<file path="src/rtl/elevator_pkg.sv">
// Shared types for the elevator scheduler: FSM state encoding and travel direction constants.
package elevator_pkg;

    typedef enum logic [2:0] {
        IDLE      = 3'd0,
        MOVE_UP   = 3'd1,
        MOVE_DOWN = 3'd2,
        DOOR_OPEN = 3'd3,
        ERROR     = 3'd4
    } state_t;

    localparam logic DIR_UP   = 1'b1;
    localparam logic DIR_DOWN = 1'b0;

endpackage

</file>
<file path="src/rtl/elevator_down_timer.sv">
// Loadable down-counter that can be frozen; expire is high during the final counted cycle
// (count == 1 while running). A load takes priority over counting.
module elevator_down_timer #(
    parameter int MAX_COUNT = 8
) (
    input  logic clock,
    input  logic reset,
    input  logic load,
    input  logic run,
    output logic expire
);

    localparam int CNT_W = $clog2(MAX_COUNT + 1);

    logic [CNT_W-1:0] count;

    always_ff @(posedge clock) begin
        if (reset) begin
            count <= '0;
        end else if (load) begin
            count <= CNT_W'(MAX_COUNT);
        end else if (run && count != '0) begin
            count <= count - CNT_W'(1);
        end
    end

    assign expire = run && (count == CNT_W'(1));

endmodule

</file>
<file path="src/rtl/elevator_sched_fsm.sv">
// SCAN elevator scheduler with a pending-request bitmap, travel/door timers and a freezing ERROR state.
// Optional feature macro: ELEVATOR_SCHED_DOOR_HOLD_EN adds i_sched_door_hold to keep the door open.
module elevator_sched_fsm
    import elevator_pkg::*;
#(
    parameter int NUM_FLOORS    = 8,
    parameter int FLOOR_W       = $clog2(NUM_FLOORS),
    parameter int TRAVEL_CYCLES = 8,
    parameter int DOOR_CYCLES   = 16
) (
    input  logic                  i_sched_clock,
    input  logic                  i_sched_reset,
    input  logic                  i_sched_req_valid,
    input  logic [FLOOR_W-1:0]    i_sched_req_floor,
    input  logic                  i_sched_error_flag,
    input  logic                  i_sched_error_clear,
    output logic                  o_sched_move_up,
    output logic                  o_sched_move_down,
    output logic                  o_sched_open_door,
    output logic                  o_sched_alarm,
    output logic [FLOOR_W-1:0]    o_sched_floor,
    output logic [NUM_FLOORS-1:0] o_sched_pending,
    output logic                  o_sched_req_err
`ifdef ELEVATOR_SCHED_DOOR_HOLD_EN
    ,
    input  logic                  i_sched_door_hold
`endif
);

    state_t state, state_next, saved_state, saved_next;
    logic dir, dir_next;
    logic [FLOOR_W-1:0] floor, floor_next, step_floor;
    logic [NUM_FLOORS-1:0] pending, pending_next, set_mask, clr_mask, here_onehot, step_onehot;
    logic above, below, here_pending, step_pending, req_in_range, req_here, req_step;
    logic travel_load, travel_run, travel_expire;
    logic door_load, door_run, door_expire, door_hold;

`ifdef ELEVATOR_SCHED_DOOR_HOLD_EN
    assign door_hold = i_sched_door_hold;
`else
    assign door_hold = 1'b0;
`endif

    elevator_down_timer #(.MAX_COUNT(TRAVEL_CYCLES)) travel_timer (
        .clock  (i_sched_clock),
        .reset  (i_sched_reset),
        .load   (travel_load),
        .run    (travel_run),
        .expire (travel_expire)
    );

    elevator_down_timer #(.MAX_COUNT(DOOR_CYCLES)) door_timer (
        .clock  (i_sched_clock),
        .reset  (i_sched_reset),
        .load   (door_load),
        .run    (door_run),
        .expire (door_expire)
    );

    // step_floor is where the car lands when the current travel interval expires.
    always_comb begin
        above        = 1'b0;
        below        = 1'b0;
        here_pending = 1'b0;
        step_pending = 1'b0;
        set_mask     = '0;
        here_onehot  = '0;
        step_onehot  = '0;
        req_in_range = int'(i_sched_req_floor) < NUM_FLOORS;
        step_floor   = floor;
        if (state == MOVE_UP && int'(floor) < NUM_FLOORS - 1) begin
            step_floor = floor + FLOOR_W'(1);
        end else if (state == MOVE_DOWN && floor != '0) begin
            step_floor = floor - FLOOR_W'(1);
        end
        for (int i = 0; i < NUM_FLOORS; i++) begin
            here_onehot[i] = (int'(floor) == i);
            step_onehot[i] = (int'(step_floor) == i);
            set_mask[i]    = i_sched_req_valid && (int'(i_sched_req_floor) == i);
            if (pending[i] && i > int'(floor)) above = 1'b1;
            if (pending[i] && i < int'(floor)) below = 1'b1;
        end
        here_pending = |(pending & here_onehot);
        step_pending = |(pending & step_onehot);
        req_here     = i_sched_req_valid && (i_sched_req_floor == floor);
        req_step     = i_sched_req_valid && (i_sched_req_floor == step_floor);
        if (state == DOOR_OPEN && req_here) set_mask = '0;
    end

    always_comb begin
        state_next  = state;
        saved_next  = saved_state;
        dir_next    = dir;
        floor_next  = floor;
        clr_mask    = '0;
        travel_load = 1'b0;
        travel_run  = 1'b0;
        door_load   = 1'b0;
        door_run    = 1'b0;
        if (state != ERROR && i_sched_error_flag) begin
            state_next = ERROR;
            saved_next = state;
        end else begin
            case (state)
                IDLE: begin
                    if (here_pending) begin
                        state_next = DOOR_OPEN;
                        clr_mask   = here_onehot;
                        door_load  = 1'b1;
                    end else if ((dir == DIR_UP && above) || (dir == DIR_DOWN && below)) begin
                        state_next  = (dir == DIR_UP) ? MOVE_UP : MOVE_DOWN;
                        travel_load = 1'b1;
                    end else if (above) begin
                        dir_next    = DIR_UP;
                        state_next  = MOVE_UP;
                        travel_load = 1'b1;
                    end else if (below) begin
                        dir_next    = DIR_DOWN;
                        state_next  = MOVE_DOWN;
                        travel_load = 1'b1;
                    end
                end
                MOVE_UP, MOVE_DOWN: begin
                    travel_run = 1'b1;
                    if (travel_expire) begin
                        floor_next  = step_floor;
                        travel_load = 1'b1;
                        if (step_pending || req_step) begin
                            state_next = DOOR_OPEN;
                            clr_mask   = step_onehot;
                            door_load  = 1'b1;
                        end
                    end
                end
                DOOR_OPEN: begin
                    if (req_here || door_hold) begin
                        door_load = 1'b1;
                    end else begin
                        door_run = 1'b1;
                        if (door_expire) state_next = IDLE;
                    end
                end
                ERROR: begin
                    // Timers are neither loaded nor run here, so they resume with their frozen values.
                    if (i_sched_error_clear && !i_sched_error_flag) state_next = saved_state;
                end
                default: state_next = IDLE;
            endcase
        end
        pending_next = (pending | (req_in_range ? set_mask : '0)) & ~clr_mask;
    end

    always_ff @(posedge i_sched_clock) begin
        if (i_sched_reset) begin
            state             <= IDLE;
            saved_state       <= IDLE;
            dir               <= DIR_UP;
            floor             <= '0;
            pending           <= '0;
            o_sched_move_up   <= 1'b0;
            o_sched_move_down <= 1'b0;
            o_sched_open_door <= 1'b0;
            o_sched_alarm     <= 1'b0;
            o_sched_req_err   <= 1'b0;
        end else begin
            state             <= state_next;
            saved_state       <= saved_next;
            dir               <= dir_next;
            floor             <= floor_next;
            pending           <= pending_next;
            o_sched_move_up   <= (state_next == MOVE_UP);
            o_sched_move_down <= (state_next == MOVE_DOWN);
            o_sched_open_door <= (state_next == DOOR_OPEN);
            o_sched_alarm     <= (state_next == ERROR);
            o_sched_req_err   <= i_sched_req_valid && !req_in_range;
        end
    end

    assign o_sched_floor   = floor;
    assign o_sched_pending = pending;

endmodule

</file>
<file path="config.mk">
export PLATFORM = sky130hd
export DESIGN_NAME = elevator_sched_fsm
export DESIGN_NICKNAME = d
export VERILOG_FILES = /design/src/rtl/elevator_pkg.sv /design/src/rtl/elevator_down_timer.sv /design/src/rtl/elevator_sched_fsm.sv
export SDC_FILE = /design/constraint.sdc
export NUM_CORES = 1
export LEC_CHECK = 0
export CAP_MARGIN = 20
export CORE_MARGIN = 5
export CORE_UTILIZATION = 29
export CTS_BUF_LIST = sky130_fd_sc_hd__clkbuf_4 sky130_fd_sc_hd__clkbuf_8 sky130_fd_sc_hd__clkbuf_16
export CTS_CLUSTER_SIZE = 8
export DETAILED_ROUTE_END_ITERATION = 10
export PLACE_DENSITY_LB_ADDON = 0.2
export SETUP_SLACK_MARGIN = 0.1
export SLEW_MARGIN = 20
export SYNTH_ARGS = -nofsm -noshare
export SYNTH_HDL_FRONTEND = slang
export SYNTH_HIERARCHICAL = 1
export SYNTH_SLANG_ARGS = --single-unit
</file>
<file path="constraint.sdc">
create_clock -name i_sched_clock -period 3.4 [get_ports i_sched_clock]
set_clock_uncertainty 0.2 [all_clocks]
set_input_delay 0.51 -clock i_sched_clock [delete_from_list [all_inputs] [get_ports i_sched_clock]]
set_output_delay 0.51 -clock i_sched_clock [all_outputs]
set_load 0.02 [all_outputs]
</file>
==> impl_results.md, run 1 <==
- Most frequent cells in the layout: 30 x a21oi_1, 29 x dfxtp_1, 28 x nor2_1, 27 x buf_4, 22 x clkdlybuf4s50_1
- RD Place Congestion: 0.8236
- Worst path cell trace: ha_4 > ha_4 > nor4b_4 > a221o_1 > and2_4 > mux2_2 > a22o_1 > o31ai_4 > a21oi_4 > nor3_2 > nand3_1 > o41ai_1
- Core area: about 8000 um2
- Max Slew Vio Count: 0
- Worst Hold Depth: 2
- Endpoint class of the critical path: flop
- Critical path arrival: between 3 and 4 ns
- Commonest non-fill, non-tap cell in the layout: a21oi_1
- Library cells used by synthesis: 71
- Area occupied by multi-input gates: 1717 um2
- Fillers: approximately 850
- Final Setup Violations: 0
- Hold WC Path Type: reg2reg
- Worst-skew pair later-pin latency: slightly below 0.3 ns
- Clk root buf: clkbuf_8
- Area delta synth->final: 26.00%
- WL/cell: between 15 and 20 um
- Final Hold Viols: 0
- Largest net degree at the start of global routing: 18
- Nets: roughly 360
- Global-route wire length before repair: approximately 12 mm
- PortBufs: 22
- Slew @ Worst Pin: 0.6046 ns
- Worst-path clk slew: 0.07 ns
- RSZ-0062 raised after global routing: false
- Via density: 5.519
- Placed Cells: roughly 440
- Layout Utilization: 0.3734
- Fin crit share: 0.9177
- Total grt overflow: 0
- Die ar.: slightly above 10,000 um2
- Pwr Density: ~280 nW/um2
- Site Rows: 33
- Worst VDD drop: approximately 120 uV
- Post-Route WL: approximately 7.5 mm
- Seq/Total Area, Yosys: 0.2549
- Max clock buf depth: 2
- Reg2reg path depth: 12
- Ys Warns: 6
- Synth Register Bits: 31
- CP Launch Type: flop
- Residual DRC: 0
- Slew HR: 0.5961
- H-Tree Level Count: 2
- Ys flop type: dfxtp_1
- Maximum Capacitance Violations: 0
- Max frequency: between 300 and 400 MHz
- CP required: approximately 3.4 ns
- Syn_nets: around 320
- Clock buffer count from CTS: 5
- I/O pins: 24
- TritonRoute pass-1 iters: 5
- Placed instance area: slightly below 3000 um2
- Vias in the first global route: 2,427
- Final ANT Viol Nets: 0
- Crit-path max cell delay: roughly 0.38 ns
- Post-route insts no fill: approximately 450
- Cts-stage hold buffer count: 0
- Clock sinks: 31
- Finished Cell Area: about 3100 um2
- Share of flip-flops with an asynchronous set or reset: 0
- Routed via count: around 2,500
- Slowest CP cell: dfxtp_4
- Antenna violations before repair: 0
- Avg Inst Size Synth: about 8.0 um2
- Starting Density: 0.2963
- Most frequent CP cell: ha_4
- CP Max Fanout: 8
- Synth Instances: roughly 300
- Die W: roughly 100 um
- Share of layout cells above drive strength 1: 0.1860
- Setup_tns: 0 ns
- Mapped Area: approximately 2400 um2
- Die Y-Extent: 101.6 um
- FF/Latch Area: roughly 630 um2
- Minimum clock period: 3.120 ns
- Post-synth EDFFs: 0
- Status: complete, no violations
- Total track usage: 0.1498
- DP Wirelength: 5.702 mm
- TritonCTS clock tree: done
- Setup Crit Path Kind: reg2reg
- DRT iter0 DRCs: between 100 and 150
- # diodes: 0
- Lkg Pwr: approximately 0.0011 uW
-- Yosys cell counts (5+ instances only) --
cell type  count  share of area
a22oi_1        6          0.018
ha_1          11          0.057
xnor2_1        6          0.022
a211o_1        8          0.029
a31oi_1       13          0.033
clkbuf_1       9          0.014
o21ai_0       18          0.037
a211oi_1       5          0.015
nand2_1        9          0.014
nand2b_1       5          0.013
nor3b_1        6          0.018
nor2b_1        6          0.015
nor3_1         5          0.010
dfxtp_1       31           0.25
a21oi_1       31          0.064
nor2_1        28          0.043
nand3_1        6          0.012
inv_1         18          0.028
-- what timing repair did --
action                     CTS  global route
buffers inserted             0             4
setup endpoints to repair    0             3
gates resized for setup      0             5
-- worst max-delay path, delay by kind of cell, from the launching register on --
family | cells | cell delay [ns]
AO/OA/AOI/OAI | 5 | 0.99
flip-flops | 1 | 0.38
AND/OR/NAND/NOR | 4 | 0.73
multiplexers | 1 | 0.35
adder cells (fa/ha/maj) | 2 | 0.37
-- power by group --
part	leakage (uW)	switching (uW)	internal, uW	total, uW
registers	0.000253	17.8	374	392
clock network	0.0000491	147	160	307
logic	0.000814	97.9	77.6	176
total	0.00112	263	612	874
-- per-stage QoR --
step,power (uW),setup slack (ns),hold WS [ns]
detailed placement,572.2,0.1778,0.2848
global route,917.4,0.1030,0.3392
floorplan,510.7,0.1116,0.2567
CTS,883.7,0.1515,0.3010
global placement,572.4,0.2022,0.2774
finish,874.0,0.2797,0.2933
-- sequential cells by signal, indices dropped and copies added, names as in the netlist, 3 cells and up --
name and count:
state 3, travel_timer/count 4, saved_state 3, door_timer/count 5, o_sched_floor 3, o_sched_pending 8
-- area by class of cell --
type                            instances  area share
Multi-Input combinational cell        236      0.5595
Sequential cell                        31      0.2039
Timing Repair Buffer                   50      0.1415
Tap cell                              105     0.04282
Clock buffer                            7     0.02732
Inverter                               19     0.02325
Clock inverter                          1    0.001631
-- routing by layer --
| metal | GRT usage | vias to the layer above | part of all wire | wire, um |
|---|---|---|---|---|
| li1 | - | 1219 | - | - |
| met1 | 0.2094 | 1192 | 0.49 | 3657 |
| met2 | 0.2359 | 65 | 0.46 | 3465 |
| met3 | 0.02479 | 2 | 0.044 | 329 |
| met4 | 0.04601 | 0 | 0.0053 | 40 |
| met5 | 0 | - | 0 | 0 |
-- cell families (layout without fill, tap and decap cells) --
group | Yosys count | in the layout | share of synthesized area
AO/OA/AOI/OAI | 112 | 112 | 0.3124
XOR/XNOR | 7 | 7 | 0.02518
adder cells (fa/ha/maj) | 11 | 11 | 0.05653
buffers and inverters | 37 | 77 | 0.06833
flip-flops | 31 | 31 | 0.2549
multiplexers | 4 | 4 | 0.01952
other | 1 | 1 | 0.001540
AND/OR/NAND/NOR | 101 | 101 | 0.2616
-- path summary, 6_finish.rpt --
check	startpoint	slack [ns]	end
worst max-delay path	o_sched_floor[1]$_SDFFE_PP0P_	0.28	door_timer/count[3]$_SDFFE_PP0P_
worst min-delay path	saved_state[0]$_SDFFE_PP0P_	0.29	saved_state[0]$_SDFFE_PP0P_
worst min register to register	saved_state[0]$_SDFFE_PP0P_	0.29	saved_state[0]$_SDFFE_PP0P_
worst max register to register	o_sched_floor[1]$_SDFFE_PP0P_	0.28	door_timer/count[3]$_SDFFE_PP0P_
(Power assumes the default switching activity.)
==> inputs of run 2 (changes only) <==
- CORE_ASPECT_RATIO: default -> 1.1
- clock period: 3.4 -> 3.86 ns (I/O delays scaled with it)
==> run 2 against run 1 <==
Die area about the same. Final cell count down 1.3%. Power down 13%. Maximum frequency down 9.4%. First-iteration DRC count down 0.68%. Sequential cell count unchanged. Critical path type unchanged. Largest power group unchanged.
==> impl_results.md, run 2 (synthesis results as in run 1) <==
- Status: complete, no violations
- Final Hold Viols: 0
- Critical path arrival: between 3 and 4 ns
- RD Place Congestion: just under 0.9
- Antenna violations before repair: 0
- Core area: a little over 8000 um2
- CP Max Fanout: 10
- R2r startpoint: o_sched_floor[1]$_SDFFE_PP0P_
- CP required: between 3 and 4 ns
- Fin crit share: 0.8923
- WL/cell: 16.98 um
- DP Wirelength: 5.514 mm
- Site Rows: 35
- Reg2reg path depth: 12
- # diodes: 0
- Total power: around 760 uW
- Lkg Pwr: 0.001058 uW
- Reg2Reg Setup Slack: just over 0.4 ns
- Clk root buf: clkbuf_8
- Via density: roughly 5.6
- Global-route wire length before repair: around 12 mm
- Max frequency: 290.3 MHz
- Worst setup path end: door_timer/count[3]$_SDFFE_PP0P_
- CP startpoint: o_sched_floor[1]$_SDFFE_PP0P_
- Vias in the first global route: around 2,500
- Largest net degree at the start of global routing: 21
- Die Y-Extent: roughly 110 um
- Max FFs per register: 8
- Placed Cells: around 440
- DRT iter0 DRCs: 145
- Area delta synth->final: 19.53%
- Endpoint class of the critical path: flop
- Layout Utilization: 0.3516
- Clock buffer count from CTS: 5
- TritonRoute pass-1 iters: 6
- R2R Path End: door_timer/count[3]$_SDFFE_PP0P_
- Residual DRC: 0
- I/O pins: 24
- Post-route insts no fill: about 440
- Clock sinks: 31
- Starting Density: 0.2942
- Hold WC Path Type: reg2reg
- Die ar.: between 10,000 and 15,000 um2
- Worst-skew pair later-pin latency: roughly 0.28 ns
- Post-Route WL: between 7 and 8 mm
- Total track usage: 0.1442
- H-Tree Level Count: 2
- Nets: 350
- Setup_tns: 0 ns
- Setup Crit Path Kind: reg2reg
- Most frequent cells in the layout: 31 x a21oi_1, 29 x dfxtp_1, 28 x nor2_1, 22 x clkdlybuf4s50_1
- Worst VDD drop: 85.47 uV
- Maximum Capacitance Violations: 0
- Slew HR: 0.4017
- Final ANT Viol Nets: 0
- Pwr Density: between 200 and 300 nW/um2
- RSZ-0062 raised after global routing: false
- Min-delay src: saved_state[2]$_SDFFE_PP0P_
- TritonCTS clock tree: done
- CP Launch Type: flop
- Max clock buf depth: 2
- Commonest non-fill, non-tap cell in the layout: a21oi_1
- Total grt overflow: 0
- PortBufs: 22
- Minimum clock period: about 3.4 ns
- Max Slew Vio Count: 0
- Hold slack: 0.2980 ns
- Worst-path clk slew: roughly 0.07 ns
- Cts-stage hold buffer count: 0
- Die W: 97.37 um
- Routed via count: roughly 2,500
- Share of layout cells above drive strength 1: 0.1386
- Final Setup Violations: 0
- Slew @ Worst Pin: about 0.89 ns
## run 2: layer usage
metal / global-route usage / wire length [um] / vias to the layer above / share of wire
li1: - / - / 1192 / -
met1: 0.1808 / 3338 / 1162 / 0.44
met2: 0.2409 / 3492 / 107 / 0.46
met3: 0.02559 / 471 / 21 / 0.063
met4: 0.06429 / 217 / 0 / 0.029
met5: 0 / 0 / - / 0
## run 2: per-stage QoR
stage          area [um2]  worst slack, ns
2_1_floorplan        2435           0.3733
3_3_place_gp         2819           0.4176
3_5_place_dp         2819           0.2729
4_1_cts              2908           0.2744
5_1_grt              2910           0.1064
6_report             2910           0.4157
## run 2: critical path, cell delays in order (launching register included)
cell and delay, ns:
dfxtp_2 0.38, inv_1 0.20, ha_1 0.40, nand2b_1 0.17
a221o_1 0.38, and2_4 0.21, mux2_4 0.30, a22o_1 0.26
o31ai_2 0.24, a21oi_1 0.24, nor3_1 0.22, nand3_1 0.09
o41ai_1 0.08
## run 2: where the power goes
| group | internal [uW] | switching, uW | leakage (uW) |
|---|---|---|---|
| sequential | 330 | 16.3 | 0.000253 |
| combinational | 65.7 | 84.4 | 0.000757 |
| clock | 141 | 127 | 0.0000491 |
## run 2: layout make-up
cell class | count | area (um2)
fill | 876 | 5366
timing repair buffer | 38 | 340.3
inverter | 19 | 71.32
sequential | 31 | 623.1
tap | 111 | 138.9
multi-input combinational | 236 | 1648
clock buffer | 7 | 83.83
clock inverter | 1 | 5.005
## run 2: timing repair
action                                  in CTS  in global routing
gates resized for setup                      0                  2
endpoints found under the setup margin       0                  2
setup buffers                                0                  0
## run 2: worst min path at each step
| stage | cells past startpoint | to | slack (ns) |
|---|---|---|---|
| after floorplan | 2 | saved_state[0]$_SDFFE_PP0P_ | 0.26 |
| after global placement | 2 | saved_state[0]$_SDFFE_PP0P_ | 0.28 |
| after detailed placement | 2 | saved_state[0]$_SDFFE_PP0P_ | 0.28 |
| after CTS | 2 | saved_state[0]$_SDFFE_PP0P_ | 0.30 |
| after global routing | 2 | saved_state[0]$_SDFFE_PP0P_ | 0.33 |
| final | 2 | saved_state[2]$_SDFFE_PP0P_ | 0.30 |
==> inputs of run 3 (changes only) <==
- CAP_MARGIN: 20 -> default
==> results of run 3 <==
Final layout, timing and power as in run 2 (identical DEF).
